<file path="src/rtl/bc_pkg.sv">
// rtl/bc_pkg.sv - shared constants and helpers for the bc_sequencer control unit
// Purpose: sequencer state encodings, control-word geometry helpers, field
//          offsets and the default five-step control program.
// Ports:   none (package).
package bc_pkg;

  typedef logic [1:0] state_t;

  localparam state_t S_IDLE   = 2'd0;
  localparam state_t S_RUN    = 2'd1;
  localparam state_t S_FINISH = 2'd2;

  // Control word = {load, h, mux[N_MUX-1], ..., mux[0]}, LSB first.
  function automatic int cw_width(input int n_load, input int n_mux, input int mux_w);
    return n_load + 1 + n_mux * mux_w;
  endfunction

  function automatic int h_offset(input int n_mux, input int mux_w);
    return n_mux * mux_w;
  endfunction

  function automatic int load_offset(input int n_mux, input int mux_w);
    return n_mux * mux_w + 1;
  endfunction

  localparam int DEF_N_STEPS  = 5;
  localparam int DEF_N_MUX    = 3;
  localparam int DEF_MUX_W    = 2;
  localparam int DEF_N_LOAD   = 3;
  localparam int DEF_CW       = cw_width(DEF_N_LOAD, DEF_N_MUX, DEF_MUX_W);
  localparam int MUX_OFS      = 0;
  localparam int DEF_H_OFS    = h_offset(DEF_N_MUX, DEF_MUX_W);
  localparam int DEF_LOAD_OFS = load_offset(DEF_N_MUX, DEF_MUX_W);

  // Per word: load[2:0] (bit0=LX, bit1=LS, bit2=LH), h, m2, m1, m0.
  localparam logic [DEF_N_STEPS*DEF_CW-1:0] DEF_STEP_TABLE = {
    10'b010_0_10_00_11,   // step 4: mux {2,0,3}, load LS,    h=0
    10'b011_1_00_00_10,   // step 3: mux {0,0,2}, load LX+LS, h=1
    10'b100_1_11_11_01,   // step 2: mux {3,3,1}, load LH,    h=1
    10'b001_0_01_10_11,   // step 1: mux {1,2,3}, load LX,    h=0
    10'b101_1_00_01_00    // step 0: mux {0,1,0}, load LX+LH, h=1
  };

endpackage

</file>
<file path="src/rtl/bc_step_rom.sv">
// rtl/bc_step_rom.sv - combinational step index to control-word field lookup
// Purpose: selects one control word out of the packed step table and splits
//          it into mux selects, flag and load enables.
// Ports:   i_idx     step index (values >= N_STEPS yield an all-zero word)
//          o_mux_sel concatenated mux selects, mux0 in the low bits
//          o_h       flag bit
//          o_load    register load enables
module bc_step_rom
  import bc_pkg::*;
#(
  parameter int N_STEPS = DEF_N_STEPS,
  parameter int N_MUX   = DEF_N_MUX,
  parameter int MUX_W   = DEF_MUX_W,
  parameter int N_LOAD  = DEF_N_LOAD,
  parameter int IDX_W   = 3,
  parameter logic [N_STEPS*cw_width(N_LOAD, N_MUX, MUX_W)-1:0] STEP_TABLE = DEF_STEP_TABLE
) (
  input  logic [IDX_W-1:0]       i_idx,
  output logic [N_MUX*MUX_W-1:0] o_mux_sel,
  output logic                   o_h,
  output logic [N_LOAD-1:0]      o_load
);

  localparam int CW       = cw_width(N_LOAD, N_MUX, MUX_W);
  localparam int H_OFS    = h_offset(N_MUX, MUX_W);
  localparam int LOAD_OFS = load_offset(N_MUX, MUX_W);

  logic [CW-1:0] w_word;

  // Compare-and-select keeps every part-select constant, so an index past
  // the table can never address bits outside STEP_TABLE.
  always_comb begin
    w_word = '0;
    for (int i = 0; i < N_STEPS; i++) begin
      if (i_idx == IDX_W'(i)) begin
        w_word = STEP_TABLE[i*CW +: CW];
      end
    end
  end

  assign o_mux_sel = w_word[MUX_OFS +: N_MUX*MUX_W];
  assign o_h       = w_word[H_OFS];
  assign o_load    = w_word[LOAD_OFS +: N_LOAD];

endmodule

</file>
<file path="src/rtl/bc_sequencer.sv">
// rtl/bc_sequencer.sv - table-driven datapath control sequencer with loop count and stall
// Purpose: plays the step program out of STEP_TABLE, repeating it a latched
//          number of times, and owns every datapath control signal.
// Ports:   clk, reset   clock, synchronous active-high reset
//          i_inicio     start request, honoured in IDLE only
//          i_loops      program repetitions, 0 behaves as 1
//          i_stall      datapath not ready, freezes the step counter
//          o_busy       high while running the program
//          o_done       one-cycle pulse after the final step
//          o_mux_sel    concatenated mux selects
//          o_load       register load enables
//          o_h          flag bit of the presented step
module bc_sequencer
  import bc_pkg::*;
#(
  parameter int N_STEPS = DEF_N_STEPS,
  parameter int N_MUX   = DEF_N_MUX,
  parameter int MUX_W   = DEF_MUX_W,
  parameter int N_LOAD  = DEF_N_LOAD,
  parameter int LOOP_W  = 4,
  parameter logic [N_STEPS*cw_width(N_LOAD, N_MUX, MUX_W)-1:0] STEP_TABLE = DEF_STEP_TABLE
) (
  input  logic                   clk,
  input  logic                   reset,
  input  logic                   i_inicio,
  input  logic [LOOP_W-1:0]      i_loops,
  input  logic                   i_stall,
  output logic                   o_busy,
  output logic                   o_done,
  output logic [N_MUX*MUX_W-1:0] o_mux_sel,
  output logic [N_LOAD-1:0]      o_load,
  output logic                   o_h
);

  localparam int IDX_W = (N_STEPS > 1) ? $clog2(N_STEPS) : 1;

  state_t                   r_state;
  logic [IDX_W-1:0]         r_step;
  // One bit wider than i_loops so the count can pass the maximum without wrapping.
  logic [LOOP_W:0]          r_loop;
  logic [LOOP_W:0]          r_loops;
  logic                     r_busy;
  logic                     r_done;
  logic [N_MUX*MUX_W-1:0]   r_mux_sel;
  logic [N_LOAD-1:0]        r_load;
  logic                     r_h;

  logic                     w_last_step;
  logic                     w_last_loop;
  logic [IDX_W-1:0]         w_next_step;
  logic [N_MUX*MUX_W-1:0]   w_rom_mux;
  logic                     w_rom_h;
  logic [N_LOAD-1:0]        w_rom_load;

  assign w_last_step = (r_step == IDX_W'(N_STEPS - 1));
  assign w_last_loop = (r_loop == r_loops);

  // The ROM is addressed with the step about to be presented, so the output
  // registers load the new word on the same edge the counter advances.
  always_comb begin
    w_next_step = '0;
    if (r_state == S_RUN && !w_last_step) begin
      w_next_step = r_step + IDX_W'(1);
    end
  end

  bc_step_rom #(
    .N_STEPS    (N_STEPS),
    .N_MUX      (N_MUX),
    .MUX_W      (MUX_W),
    .N_LOAD     (N_LOAD),
    .IDX_W      (IDX_W),
    .STEP_TABLE (STEP_TABLE)
  ) u_rom (
    .i_idx     (w_next_step),
    .o_mux_sel (w_rom_mux),
    .o_h       (w_rom_h),
    .o_load    (w_rom_load)
  );

  always_ff @(posedge clk) begin
    if (reset) begin
      r_state   <= S_IDLE;
      r_step    <= '0;
      r_loop    <= '0;
      r_loops   <= '0;
      r_busy    <= 1'b0;
      r_done    <= 1'b0;
      r_mux_sel <= '0;
      r_load    <= '0;
      r_h       <= 1'b0;
    end else begin
      case (r_state)
        S_IDLE: begin
          r_done <= 1'b0;
          if (i_inicio) begin
            r_state   <= S_RUN;
            r_loops   <= (i_loops == '0) ? (LOOP_W+1)'(1) : {1'b0, i_loops};
            r_step    <= '0;
            r_loop    <= (LOOP_W+1)'(1);
            r_busy    <= 1'b1;
            r_mux_sel <= w_rom_mux;
            r_load    <= w_rom_load;
            r_h       <= w_rom_h;
          end else begin
            r_busy    <= 1'b0;
            r_mux_sel <= '0;
            r_load    <= '0;
            r_h       <= 1'b0;
          end
        end
        S_RUN: begin
          if (i_stall) begin
            // Hold mux/h so the datapath sees a stable word; drop load so
            // the current step's registers are written only once.
            r_load <= '0;
          end else if (w_last_step && w_last_loop) begin
            r_state   <= S_FINISH;
            r_busy    <= 1'b0;
            r_done    <= 1'b1;
            r_mux_sel <= '0;
            r_load    <= '0;
            r_h       <= 1'b0;
          end else begin
            r_step    <= w_next_step;
            if (w_last_step) begin
              r_loop <= r_loop + (LOOP_W+1)'(1);
            end
            r_mux_sel <= w_rom_mux;
            r_load    <= w_rom_load;
            r_h       <= w_rom_h;
          end
        end
        S_FINISH: begin
          r_state <= S_IDLE;
          r_done  <= 1'b0;
          r_step  <= '0;
          r_loop  <= '0;
        end
        default: begin
          r_state   <= S_IDLE;
          r_busy    <= 1'b0;
          r_done    <= 1'b0;
          r_mux_sel <= '0;
          r_load    <= '0;
          r_h       <= 1'b0;
        end
      endcase
    end
  end

  assign o_busy    = r_busy;
  assign o_done    = r_done;
  assign o_mux_sel = r_mux_sel;
  assign o_load    = r_load;
  assign o_h       = r_h;

endmodule
</file>
<file path="config.mk">
export PLATFORM = sky130hd
export DESIGN_NAME = bc_sequencer
export DESIGN_NICKNAME = d
export VERILOG_FILES = /design/src/rtl/bc_pkg.sv /design/src/rtl/bc_step_rom.sv /design/src/rtl/bc_sequencer.sv
export SDC_FILE = /design/constraint.sdc
export NUM_CORES = 1
export LEC_CHECK = 0
export ABC_AREA = 1
export CELL_PAD_IN_SITES_DETAIL_PLACEMENT = 1
export CELL_PAD_IN_SITES_GLOBAL_PLACEMENT = 1
export CORE_MARGIN = 5
export CORE_UTILIZATION = 41
export CTS_BUF_LIST = sky130_fd_sc_hd__clkbuf_4 sky130_fd_sc_hd__clkbuf_8 sky130_fd_sc_hd__clkbuf_16
export CTS_CLUSTER_SIZE = 16
export DETAILED_ROUTE_END_ITERATION = 10
export GPL_TIMING_DRIVEN = 0
export PLACE_DENSITY = 0.92
export SLEW_MARGIN = 20
export SYNTH_ARGS = -nofsm -noshare
export SYNTH_HDL_FRONTEND = slang
export SYNTH_SLANG_ARGS = --single-unit
</file>
<file path="constraint.sdc">
create_clock -name clk -period 4.67 [get_ports clk]
set_input_delay 0.934 -clock clk [delete_from_list [all_inputs] [get_ports clk]]
set_output_delay 0.934 -clock clk [all_outputs]
set_load 0.01 [all_outputs]
</file>
After elaboration in Yosys (flattened, before gate mapping):

Cells that the tools add are included.

* mux-type cells: 36
* $add $sub $neg: 2
* bitwise logic cells: 3
* reduce and logical (&&, ||, !) cells: 15
* equal/unequal tests: 13

Operator list (count)
* $mux W10: 5
* $mux W3: 7
* $mux W5: 4
* $mux W6: 3
* $pmux W3 S3: 2
* $pmux W6 S3: 1
* $pmux W5 S3: 1
* $ne A2 B2 Y1 const B: 4
* $eq A3 B2 Y1 const B: 2
* $eq A3 B3 Y1 const B: 2
* $mux W1: 6
* $mux W2: 3
* $pmux W1 S3: 2
* $reduce_and A2 Y1: 3
* $reduce_and A3 Y1: 2
* $add A5 B1 Y5 const B: 1
* $eq A5 B5 Y1: 1
* $reduce_and A5 Y1: 1
* $logic_not A4 Y1: 1
* $mux W4: 1
* $pmux W2 S2: 1
* $reduce_and A4 Y1: 1
* $add A3 B1 Y3 const B: 1
* $eq A3 B1 Y1 const B: 1
* other kinds (10): 13

* logic and storage cells: 78
* register bits: 27
* input port bits: 8
* output and inout bits: 12

Logic depth before layout (Yosys ltp):

Gate-level depths: netlist of run 1.

* depth in word-level cells: 13
* gate-level depth with buffers: 12

By module:

A second synthesis of run 1 with hierarchy kept.

* cell total of the unflattened synthesis: 228
* area, all modules: 1599.0 um^2

Modules (own cells, without submodules)
* bc_sequencer: instances 1, cells each 210, seq. area each 520.5 um^2, area an instance 1508.9 um^2
* bc_step_rom: instances 1, cells each 18, seq. area each 0.0 um^2, area an instance 90.1 um^2

Worst setup path after synthesis of run 1:

OpenSTA, ideal clock, no wires.

* path kind: input -> register
* start: in i_stall
* end: reg r_busy (netlist: o_busy)
* buffers on the path: 0
* data arrival time: 1.627 ns
* stages: 6
* setup time: 0.115 ns
* required time: 4.555 ns
* slack: 2.928 ns
* cells stage by stage: nand2_1 -> inv_2 -> nor2_1 -> inv_2 -> o21ai_1 -> nor2_1

* longest elaborated chain between the ends: 2

RTL lines
* from (decl): line bc_sequencer.sv:27 `input logic i_stall,`
* $ne A2 B2 Y1 (no source line)
* $reduce_and A3 Y1 (no source line)
* to (signal assigned): line bc_sequencer.sv:87 `r_busy <= 1'b0;`
* to (signal assigned): line bc_sequencer.sv:101 `r_busy <= 1'b1;`
* to (signal assigned): line bc_sequencer.sv:106 `r_busy <= 1'b0;`
* to (decl): line bc_sequencer.sv:42 `logic r_busy;`

Every way passes these cells.
A chain may end at the register's enable or synchronous reset.

Final worst setup path of run 1:

* start: reg r_mux_sel[4] (netlist: o_mux_sel[4])
* end: out o_mux_sel[4]

RTL lines
* from (decl): line bc_sequencer.sv:44 `logic [N_MUX*MUX_W-1:0] r_mux_sel;`
* from (signal assigned): line bc_sequencer.sv:102 `r_mux_sel <= w_rom_mux;`
* from (signal assigned): line bc_sequencer.sv:129 `r_mux_sel <= w_rom_mux;`
* to (decl): line bc_sequencer.sv:30 `output logic [N_MUX*MUX_W-1:0] o_mux_sel,`

No word-level cell between the ends.

==> results.md, run 1 <==
- Status: finished, final reports clean
- CTS sink cnt: 25
- WL met2: 2100 um
- Worst reg2reg path depth: 8
- Gr ovfl total: 0
- Number of global-route vias before repair: 1565
- Drt wl/cell: 14.0 um
- Worst Min Path Start: o_mux_sel[0]
- Layout cells sized above 1: 0.139
- Cell Area, Synth: 1490 um2
- GRT Util Overall: 0.175
- Die height: 70.2 um
- Setup slack, reg-to-reg: 2.79 ns
- Unrepaired setup endpoints after global routing: no
- ANT cells: 0
- Synth Area per Inst: 6.89 um2
- Commonest non-fill, non-tap cell in the layout: nand2_1
- Clock buffer count from CTS: 3
- Max Cap Viol: 0
- # H-tree levels: 1
- Crit path arrival time: 1.33 ns
- FP Rows: 21
- Core area: 3420 um2
- Drt first pass iters: 4
- Worst Hold Class: reg2reg
- Slew Limit Fails: 0
- Pwr Density: 538 nW/um2
- Uppermost routed layer: met4
- Die X: 70.2 um
- Synth warn: 0
- R2R Path Start: r_state[1]
- Critical Path Source Type: flip-flop
- Fin nets: 255
- P&R area growth vs syn: 17.8%
- Max-slew headroom: 0.693
- Largest delay share family, worst path: buffers and inverters
- Seq cells post-synth: 25
- I/O pin cnt: 20
- DR WL met3: 90 um
- Hold EP: o_mux_sel[0]
- CP cell instances: buf_4 -> clkdlybuf4s50_1
- CP max FO: 3
- Hpwl dp: 3150 um
- Resize count post-CTS: 0
- ANT nets after route: 0
- Routed WL: 3990 um
- First-pass GRT wire length: 7040 um
- Routed vias/inst: 5.17
- Maximum vdd drop: 0.326 mV
- Max Buffers Root-to-Sink: 2
- Root Buffer: clkbuf_4
- Drc violations: 0
- Hold depth: 2
- Latest clock arrival within the worst-skew pair: 0.32 ns
- Critical path class: reg2out
- Hold WS: 0.478 ns
- Final setup fails: 0
- Initial Utilization: 0.436
- Number of buffers added on ports: 18
- Sequential share of the synthesized area: 0.336
- Setup bufs post-CTS: 0
- Period utilization: 0.484
- Static leakage power: 0.765 nW
- Reg2Reg Capture Point: o_busy
- Distinct cells, synth: 29
- Post-Syn Instances: 216
- Critical Path Max Stage Delay: 0.52 ns
- CTS tree: yes
- Initial antenna violation count: 0
- Worst-Margin Slew: 0.460 ns
- GPL Wtd Cong: 0.806
- Fmax: 0.442 GHz
- Syn nets: 232
- Largest net degree at the start of global routing: 15
- CP Buf/Inv Count: 2
- Clock skew: 0.00384 ns
- WP data required: 3.74 ns
- Routed length on met1: 1730 um
- Iteration-0 DRC Markers: 74
- Final Hold Fails: 0
- Setup TNS: 0 ns
- CP Capture Type: output pin
- CTS Hold Buffers Added: 0
- Clock transition at path regs: 0.15 ns
- Slowest-stage cell, CP: clkdlybuf4s50_1
- DIE AREA: 4930 um2
- Tmin final: 2.26 ns
- Via count: 1469
- Most frequent cells in the layout: 52 x nand2_1, 25 x dfxtp_1, 22 x inv_1, 21 x a21oi_1
worst max-delay path by stage:
stage	startpoint	end	slack, ns	cells after the start
floorplan	i_stall	o_busy	2.93	6
global placement	i_inicio	r_loop[1]	2.23	7
detailed placement	i_inicio	r_loop[3]	2.20	7
CTS	o_mux_sel[4]	o_mux_sel[4]	2.40	2
global route	o_mux_sel[4]	o_mux_sel[4]	2.34	2
finish	o_mux_sel[4]	o_mux_sel[4]	2.41	2
state kept, by name, summed over array words and instances (netlist names):
name       count
r_loop         5
o_mux_sel      5
r_loops        4
r_state        2
o_h            1
r_step         3
o_busy         1
o_load         3
o_done         1
cell usage after synthesis:
| cell type | n | area [um2] |
|---|---|---|
| o21ai_2 | 1 | 8.76 |
| nand2_1 | 52 | 195 |
| buf_6 | 1 | 11.3 |
| buf_2 | 1 | 5.00 |
| o21bai_1 | 1 | 7.51 |
| nand4_4 | 1 | 21.3 |
| buf_4 | 1 | 7.51 |
| nor2_2 | 2 | 12.5 |
| clkbuf_1 | 2 | 7.51 |
| xnor2_2 | 1 | 16.3 |
| inv_1 | 22 | 82.6 |
| a21oi_2 | 1 | 8.76 |
| ha_1 | 8 | 100 |
| or2_2 | 1 | 6.26 |
| nor3_1 | 1 | 5.00 |
| inv_2 | 8 | 30.0 |
| dfxtp_1 | 25 | 500 |
| nand3_1 | 19 | 95.1 |
| nand2_2 | 4 | 25.0 |
| o21ai_1 | 4 | 20.0 |
| nand4_1 | 5 | 31.3 |
| o21ai_0 | 6 | 30.0 |
| nor2_1 | 19 | 71.3 |
| nand3_2 | 4 | 40.0 |
| a21oi_1 | 21 | 105 |
| clkinv_1 | 1 | 3.75 |
| nor2_4 | 2 | 22.5 |
| nor4_1 | 1 | 6.26 |
| nand2_4 | 1 | 11.3 |
report_power, final:
part	switching [mW]	leakage (nW)	internal (mW)
registers	0.0390	0.204	0.262
clock network	0.0695	0.0177	0.0321
logic	0.342	0.543	0.197
cells by family (layout without fill, tap and decap cells):
family,Yosys count,in the layout,share of synthesized area
AOI/OAI and AO/OA,34,34,0.121
xor gates and xnor gates,1,1,0.0109
adders and majority gates,8,8,0.0673
buffers and inverters,36,58,0.0992
DFF,25,25,0.336
and+or+nand+nor,112,112,0.365
stage by stage:
step	util	instance area (um2)	std cells	power (mW)	worst slack (ns)
final	0.513	1750	284	0.943	2.41
after floorplan	-	1490	216	0.677	2.93
after detailed placement	0.505	1730	280	0.844	2.20
after global placement	0.505	1730	280	0.820	2.23
after global routing	0.513	1750	284	1.04	2.34
after CTS	0.513	1750	284	0.951	2.40
worst min-delay path, stage by stage, from the launching register on:
cell and delay (ns):
dfxtp_1 0.34, nand2_1 0.06, a21oi_1 0.05
cell type report:
| type | instances | area (um2) |
|---|---|---|
| sequential | 25 | 500 |
| fill | 480 | 1660 |
| tap | 46 | 57.6 |
| buffer | 5 | 31.3 |
| inverter | 31 | 116 |
| timing repair buffer | 18 | 180 |
| clock inverter | 1 | 5.00 |
| clock buffer | 3 | 22.5 |
| multi-input combinational | 155 | 840 |
routing by layer:
metal	global-route usage	vias to the layer above
met4	0.0553	0
met5	0	-
li1	-	738
met1	0.212	705
met3	0.0316	8
met2	0.309	18
Note: power is estimated with default switching activity, not from simulation.
==> inputs of run 2 (changes only) <==
--- a/config.mk
+++ b/config.mk
@@ -9,12 +9,12 @@
 export CELL_PAD_IN_SITES_DETAIL_PLACEMENT = 1
 export CELL_PAD_IN_SITES_GLOBAL_PLACEMENT = 1
 export CORE_MARGIN = 5
-export CORE_UTILIZATION = 41
+export CORE_UTILIZATION = 35
 export CTS_BUF_LIST = sky130_fd_sc_hd__clkbuf_4 sky130_fd_sc_hd__clkbuf_8 sky130_fd_sc_hd__clkbuf_16
 export CTS_CLUSTER_SIZE = 16
 export DETAILED_ROUTE_END_ITERATION = 10
 export GPL_TIMING_DRIVEN = 0
-export PLACE_DENSITY = 0.92
+export PLACE_DENSITY = 0.84
 export SLEW_MARGIN = 20
 export SYNTH_ARGS = -nofsm -noshare
 export SYNTH_HDL_FRONTEND = slang
==> constraint.sdc (replaced) <==
create_clock -name clk -period 2 [get_ports clk]
set_input_delay 0.4 -clock clk [delete_from_list [all_inputs] [get_ports clk]]
set_output_delay 0.4 -clock clk [all_outputs]
set_load 0.01 [all_outputs]
==> run 2 against run 1 <==
Effect of this change:
- largest power group unchanged
- combinational power grew 130%
- count of clock-buffer cells in the layout stayed put
- via count fell by 0.54%
- sequential power is 130% higher
- first-iteration DRC count fell by 14%
- total power rose by 140%
- cell count increased by 1.4%
==> results.md, run 2 (same netlist as run 1, synthesis figures left out) <==
- Most frequent cells in the layout: 52 x nand2_1, 25 x dfxtp_1, 22 x inv_1, 21 x a21oi_1, 19 x nand3_1
- Slew Limit Fails: 0
- Number of buffers added on ports: 18
- CTS Hold Buffers Added: 0
- First-pass GRT wire length: 6640 um
- CTS tree: yes
- Drc violations: 0
- Setup slack, reg-to-reg: 0.18 ns
- Hold EP: o_load[1]
- I/O pin cnt: 20
- Maximum vdd drop: 0.667 mV
- Tmin final: 1.82 ns
- Largest net degree at the start of global routing: 16
- Unrepaired setup endpoints after global routing: no
- CP Buf/Inv Count: 2
- Pre-CTS WS: 0.0660 ns
- GPL Wtd Cong: 0.828
- Largest delay share family, worst path: simple AND/OR/NAND/NOR gates
- Routed WL: 3820 um
- P&R area growth vs syn: 19.8%
- Hpwl dp: 3050 um
- Core area: 4060 um2
- Worst Hold Class: reg2reg
- Final setup fails: 0
- Reg2Reg Capture Point: r_loop[1]
- Worst Min Path Start: o_load[1]
- DIE AREA: 5650 um2
- CP cell instances: inv_1 -> ha_1 -> inv_2 -> or2_2 -> nand2_2 -> nor2_4 -> nand3_2 -> a21oi_1 -> nor2_1
- Clock buffer count from CTS: 3
- GRT Util Overall: 0.150
- Fmax: 0.550 GHz
- Critical Path Source Type: flip-flop
- Fin nets: 255
- Clock transition at path regs: 0.10 ns
- Period utilization: 0.910
- Iteration-0 DRC Markers: 64
- Die X: 75.2 um
- Slowest-stage cell, CP: dfxtp_1
- Crit path arrival time: 1.99 ns
- CTS sink cnt: 25
- Pwr Density: 1270 nW/um2
- Clock skew: 0.00536 ns
- R2R Path Start: r_state[0]
- Commonest non-fill, non-tap cell in the layout: nand2_1
- Final setup margin: 0.180 ns
- Worst-Margin Slew: 0.501 ns
- Die height: 75.2 um
- Max Buffers Root-to-Sink: 2
- Latest clock arrival within the worst-skew pair: 0.27 ns
- ANT cells: 0
- Root Buffer: clkbuf_8
- WP data required: 2.17 ns
- Initial antenna violation count: 0
- Routed vias/inst: 5.07
- Static leakage power: 0.770 nW
- ANT nets after route: 0
- Final Hold Fails: 0
- Hold depth: 2
- Gr ovfl total: 0
- Initial Utilization: 0.367
- Critical Path Max Stage Delay: 0.42 ns
- Drt first pass iters: 4
- Status: finished, final reports clean
- CP max FO: 8
- FP Rows: 23
- Worst reg2reg path depth: 9
- Via count: 1461
- Drt wl/cell: 13.3 um
- Max-slew headroom: 0.666
- CP Capture Type: flip-flop
- Max Cap Viol: 0
- Number of global-route vias before repair: 1472
- Critical path class: reg2reg
- Layout cells sized above 1: 0.143
- Setup TNS: 0 ns
- # H-tree levels: 1
-- run 2: changes by cell type in the layout (fill, tap and decap cells not counted) --
cell,previous run,this run
clkbuf_4,3,0
clkbuf_8,0,3
clkinv_2,1,0
clkinvlp_4,0,1
nor2_1,19,18
nor2_2,2,3
-- run 2: worst max-delay path by stage --
| stage | slack (ns) | to | start | cells past startpoint |
|---|---|---|---|---|
| 2_1_floorplan | 0.45 | o_busy | r_state[1] | 8 |
| 4_1_cts | 0.12 | o_busy | r_state[1] | 8 |
| 5_1_grt | 0.05 | r_loop[1] | r_state[0] | 9 |
| 6_report | 0.18 | r_loop[1] | r_state[0] | 9 |
| 3_5_place_dp | 0.07 | r_loop[1] | i_inicio | 7 |
| 3_3_place_gp | 0.09 | o_busy | i_stall | 7 |
-- run 2: final cells by class --
class	instances	area [um2]
repair buffers	18	180
well taps	50	62.6
inverters	31	116
clock buffers	3	41.3
multi-input cells	155	842
plain buffers	5	31.3
flip-flops and latches	25	500
clock inverters	1	7.51
fillers	527	2280
-- run 2: what timing repair did --
item,in CTS,in global routing
endpoints found under the setup margin,0,1
resized for setup,0,1
endpoints found under the hold margin,0,0
setup buffers,0,0
-- run 2: worst reg2reg max path, stage by stage (launching register included) --
cell,delay (ns)
dfxtp_1,0.42
inv_1,0.09
ha_1,0.30
inv_2,0.10
or2_2,0.13
nand2_2,0.06
nor2_4,0.20
nand3_2,0.20
a21oi_1,0.17
nor2_1,0.05
-- run 2: where the power goes --
group | total [mW] | switching, mW | internal (mW)
Combinational | 1.24 | 0.780 | 0.463
Sequential | 0.707 | 0.0937 | 0.613
Clock | 0.313 | 0.172 | 0.141
Total | 2.26 | 1.05 | 1.22
-- run 2: per-layer routing --
layer	wire [um]	global-route usage
met4	29	0.0388
met2	1940	0.266
met3	73	0.0214
met5	0	0
met1	1770	0.189
-- run 2: metrics by stage --
step	utilization	power [mW]	cells	hold WS (ns)	instance area [um2]
final	0.439	2.26	288	0.468	1780
after global routing	0.439	2.46	288	0.486	1780
after CTS	0.438	2.29	288	0.476	1780
after detailed placement	0.426	1.96	284	0.456	1730
after global placement	0.426	1.92	284	0.450	1730
after floorplan	-	1.58	216	0.444	1490
==> inputs of run 3 (changes only) <==
==> config.mk (replaced) <==
export PLATFORM = sky130hd
export DESIGN_NAME = bc_sequencer
export DESIGN_NICKNAME = d
export VERILOG_FILES = /design/src/rtl/bc_pkg.sv /design/src/rtl/bc_step_rom.sv /design/src/rtl/bc_sequencer.sv
export SDC_FILE = /design/constraint.sdc
export NUM_CORES = 1
export LEC_CHECK = 0
export ABC_AREA = 1
export CELL_PAD_IN_SITES_DETAIL_PLACEMENT = 0
export CELL_PAD_IN_SITES_GLOBAL_PLACEMENT = 2
export CORE_MARGIN = 5
export CORE_UTILIZATION = 27
export CTS_BUF_LIST = sky130_fd_sc_hd__clkbuf_4 sky130_fd_sc_hd__clkbuf_8 sky130_fd_sc_hd__clkbuf_16
export CTS_CLUSTER_SIZE = 16
export DETAILED_ROUTE_END_ITERATION = 10
export GPL_TIMING_DRIVEN = 0
export PLACE_DENSITY = 0.83
export SLEW_MARGIN = 15
export SYNTH_ARGS = -nofsm -noshare
export SYNTH_HDL_FRONTEND = slang
export SYNTH_SLANG_ARGS = --single-unit
==> run 3 against run 2 <==
Effect of this change:
- cell count grew 7.6%
- total power shrank 1.9%
- register-to-register slack gained 0.05 ns
- maximum frequency grew 2.8%
- critical endpoint unchanged
- clock skew shrank 0.0034 ns
==> results.md, run 3 (same netlist as run 1, synthesis figures left out) <==
- Status: finished, final reports clean
- Cell repeated most along the worst path: nand2_1
- CP cell instances: inv_1 -> ha_1 -> nand2_1 -> nand2_2 -> nor2_4 -> nand3_2 -> nand2_1 -> nand2_1 -> nor2_1
- Most frequent cells in the layout: 52 x nand2_1, 25 x dfxtp_1, 22 x inv_1, 21 x a21oi_1, 19 x nand3_1
- Final Hold Fails: 0
- Critical path class: reg2reg
- FP Rows: 27
- # H-tree levels: 1
- Initial antenna violation count: 0
- Die X: 84.2 um
- Largest delay share family, worst path: simple AND/OR/NAND/NOR gates
- First-pass GRT wire length: 6340 um
- Setup TNS: 0 ns
- Drt wl/cell: 11.7 um
- Fill cells: 591
- Initial Utilization: 0.274
- Drc violations: 0
- P&R area growth vs syn: 21.4%
- Routed vias/inst: 4.44
- Critical Path Source Type: flip-flop
- Setup slack, reg-to-reg: 0.23 ns
- Root Buffer: clkbuf_8
- Layout cells sized above 1: 0.143
- Die height: 84.2 um
- CP Capture Type: flip-flop
- CTS tree: yes
- ANT cells: 0
- Number of buffers added on ports: 18
- Tot Pwr: 2.22 mW
- Largest net degree at the start of global routing: 15
- CP max FO: 8
- Clock skew: 0.00201 ns
- DIE AREA: 7090 um2
- CTS sink cnt: 25
- GPL Wtd Cong: 0.767
- Slew Limit Fails: 0
- Static leakage power: 0.774 nW
- Flop pwr share: 0.316
- Max Cap Viol: 0
- Combinational power share: 0.545
- Fmax: 0.565 GHz
- Clk pwr share: 0.139
- CP Buf/Inv Count: 1
- Commonest non-fill, non-tap cell in the layout: nand2_1
- Slowest-stage cell, CP: dfxtp_1
- GRT Util Overall: 0.108
- Gr ovfl total: 0
- Tmin final: 1.77 ns
- Routed WL: 3620 um
- WP data required: 2.22 ns
- Crit path arrival time: 1.99 ns
- Pwr Density: 1230 nW/um2
- Unrepaired setup endpoints after global routing: no
- Post-route cell area: 1810 um2
- Placed instance count: 306
- Drt first pass iters: 4
- Maximum vdd drop: 0.548 mV
- Number of global-route vias before repair: 1389
- Max-slew headroom: 0.621
- Fin nets: 255
- I/O pin cnt: 20
- Core area: 5440 um2
- Worst Hold Class: reg2reg
- Net switching power: 1.01 mW
- Period utilization: 0.885
- Iteration-0 DRC Markers: 63
- Clock buffer count from CTS: 3
- Clock transition at path regs: 0.09 ns
- Hpwl dp: 2770 um
- ANT nets after route: 0
- Critical Path Max Stage Delay: 0.38 ns
- Switching share of power: 0.453
- Internal: 1.21 mW
- Worst-Margin Slew: 0.569 ns
- Placed cell areas: 1760 um2
- Via count: 1375
- Final setup fails: 0
- Max Buffers Root-to-Sink: 2
- Latest clock arrival within the worst-skew pair: 0.27 ns
- Final cell count without fillers: 310
==> run 3: cell count changes in the layout (fill, tap and decap cells not counted) <==
| cell | delta |
|---|---|
| clkinv_2 | +1 |
| clkinvlp_4 | -1 |
==> run 3: area by class of cell <==
type | count | area (um2) | share of cell area
Tap cell | 72 | 90.1 | 0.0499
Timing Repair Buffer | 18 | 180 | 0.0997
Sequential cell | 25 | 500 | 0.277
Multi-Input combinational cell | 155 | 842 | 0.466
Inverter | 31 | 116 | 0.0644
Clock inverter | 1 | 5.00 | 0.00277
Buffer | 5 | 31.3 | 0.0173
Clock buffer | 3 | 41.3 | 0.0229
==> run 3: through the flow <==
stage	hold slack [ns]	setup slack, ns	util
3_3_place_gp	0.448	0.0592	0.323
3_5_place_dp	0.448	0.0615	0.323
4_1_cts	0.463	0.158	0.332
2_1_floorplan	0.444	0.447	-
5_1_grt	0.489	0.0253	0.332
6_report	0.459	0.229	0.332
==> run 3: worst register-to-register path: cells and delay by family, from the launching register on <==
| family | cells | cell delay (ns) |
|---|---|---|
| adder cells (fa/ha/maj) | 1 | 0.31 |
| buffers and inverters | 1 | 0.09 |
| flip-flops | 1 | 0.38 |
| AND/OR/NAND/NOR | 7 | 0.93 |
==> run 3: final timing paths <==
kind	from	endpoint	cells after the start
worst max-delay path	r_state[1]	r_loop[1]	9
worst max register to register	r_state[1]	r_loop[1]	9
worst min register to register	o_load[1]	o_load[1]	2
worst min-delay path	o_load[1]	o_load[1]	2
==> run 3: repair_timing <==
| item | CTS | global route |
|---|---|---|
| gates resized for setup | 0 | 1 |
| endpoints found under the setup margin | 0 | 1 |
| setup buffers | 0 | 0 |
| hold buffers | 0 | 0 |
==> run 3: power by group through the flow <==
stage / clock [mW] / sequential, mW / combinational, mW
2_1_floorplan: 0 / 0.724 / 0.856
3_3_place_gp: 0 / 0.714 / 1.23
3_5_place_dp: 0 / 0.714 / 1.22
4_1_cts: 0.330 / 0.704 / 1.23
5_1_grt: 0.345 / 0.722 / 1.38
6_report: 0.309 / 0.702 / 1.21
==> run 3: layer usage <==
metal  wire [um]  global-route usage  vias up
met5           0                   0        -
met2        1580               0.172       21
met4           0              0.0132        0
li1            -                   -      738
met3         154              0.0343        0
met1        1880               0.148      616
==> RTL change (config.mk and constraints of run 2) <==
The parameter `LOOP_W` goes from 4 to 6.
--- a/src/rtl/bc_sequencer.sv
+++ b/src/rtl/bc_sequencer.sv
@@ -17,7 +17,7 @@
   parameter int N_MUX   = DEF_N_MUX,
   parameter int MUX_W   = DEF_MUX_W,
   parameter int N_LOAD  = DEF_N_LOAD,
-  parameter int LOOP_W  = 4,
+  parameter int LOOP_W  = 6,
   parameter logic [N_STEPS*cw_width(N_LOAD, N_MUX, MUX_W)-1:0] STEP_TABLE = DEF_STEP_TABLE
 ) (
   input  logic                   clk,
Interface: changed (resized i_loops); port bits go from 20 to 22. The function was not compared with the original's and may differ.
==> RTL change against run 2 <==
Final cell count rose by 21%. Power increased by 29%. Worst setup slack better by 0.0027 ns. Die area grew 12%. Highest routed layer unchanged. Sequential cell count up 4. Routed wire length rose by 17%. Area after synthesis is 14% higher. Critical endpoint is now r_loop[0]. Clock skew up 0.0064 ns. Combinational power increased by 18%. Non-clock buffer count is 4 higher. Final area up 18%.
==> RTL change: results (changes against run 2) <==
placed_design:
  placed_cells: 339  # was 284
  port_buffers: 20  # was 18
  placed_area_sq_um: 1980  # was 1730 sq um
  dp_slack_ns: 0.0917  # was 0.0660 ns
  place.gp.congestion: 0.769  # was 0.828
  dpl.hpwl_um: 3450  # was 3050 um
logic_synthesis:
  synth_cells: 252  # was 216
  synth_compound_area_share_pct: 14.1  # was 12.1%
  netlist-cell-type-count: 26  # was 29
  synthAdderAreaFrac_pct: 5.89  # was 6.73%
  yosys-top-cells-count: "nand2_1, inv_1, dfxtp_1"  # was nand2_1, dfxtp_1, inv_1
  synth_seq_area_share_pct: 34.2  # was 33.6%
  syn-num-nets: 270  # was 232
  synthMuxAreaShare_pct: 0  # unchanged
detailed_routing:
  drt-initial-drc-count: 48  # was 64
  viasPerCell: 4.76  # was 5.07
  avgRoutedWirePerCell_um: 12.8  # was 13.3 um
cells_and_area:
  stdcell_count: 348  # was 288
  syn_to_final_growth_pct: 23.7  # was 19.8%
  drive_above_1_share_pct: 9.96  # was 14.3%
global_route:
  grt_max_degree: 11  # was 16
  grtUsageTotal_pct: 16.0  # was 15.0%
  antenna_found_initial: 0  # unchanged
sta:
  finClkSkew_ns: 0.0118  # was 0.00536 ns
  worst_slew_pin_slew_ns: 0.500  # was 0.501 ns
critical_path:
  critPathArrivalTime_ns: 2.04  # was 1.99 ns
power_and_ir_drop:
  ir_drop_uv: 596  # was 667 uV
cts:
  clk_pin_slew_ns: 0.07  # was 0.10 ns
  ctsHtreeMaxLevel: 2  # was 1
run_status:
  outcome: "completed"  # unchanged
## RTL change: critical path: stages, from the launching register on
cell     delay [ns]
dfxtp_1        0.40
inv_2          0.08
ha_1           0.19
buf_6          0.15
nand2_1        0.07
o21ai_0        0.17
nor2_4         0.28
nand3_4        0.17
nand2_1        0.09
nand2_1        0.05
nor2_1         0.11
## RTL change: logic make-up after synthesis
logic type | after synthesis
compound gates | 43
simple gates | 128
fa+ha+maj | 8
flops | 29
xor+xnor | 3
buf+inv | 41
## RTL change: path summary, 6_finish.rpt
| check | slack (ns) | startpoint | endpoint | cells after the start |
|---|---|---|---|---|
| worst min-delay path | 0.46 | o_load[2] | o_load[2] | 2 |
| worst max register to register | 0.18 | r_state[1] | r_loop[0] | 10 |
| worst max-delay path | 0.18 | r_state[1] | r_loop[0] | 10 |
| worst min register to register | 0.46 | o_load[2] | o_load[2] | 2 |
## RTL change: power breakdown
| part | switching (mW) | internal, mW |
|---|---|---|
| combinational | 0.898 | 0.566 |
| sequential | 0.157 | 0.755 |
| clock | 0.233 | 0.311 |
## RTL change: cell type report
type	count	share of cell area, %
flip-flops and latches	29	27.6
plain buffers	6	1.61
inverters	35	6.37
well taps	67	3.99
repair buffers	21	9.88
clock inverters	1	0.238
clock buffers	7	4.58
multi-input cells	182	45.7
## RTL change: per-layer routing
layer / up-vias / GRT usage [%] / wire length (um) / share of wire (%)
li1: 862 / - / - / -
met1: 779 / 19.2 / 2090 / 47
met2: 9 / 27.7 / 2210 / 50
met3: 5 / 3.39 / 90 / 2.0
met4: 0 / 5.84 / 59 / 1.3
met5: - / 0 / 0 / 0
## RTL change: what timing repair did
action,4_1_cts,5_1_grt
endpoints found under the setup margin,0,8
buffers inserted,0,1
endpoints found under the hold margin,0,0
gates resized for setup,0,5
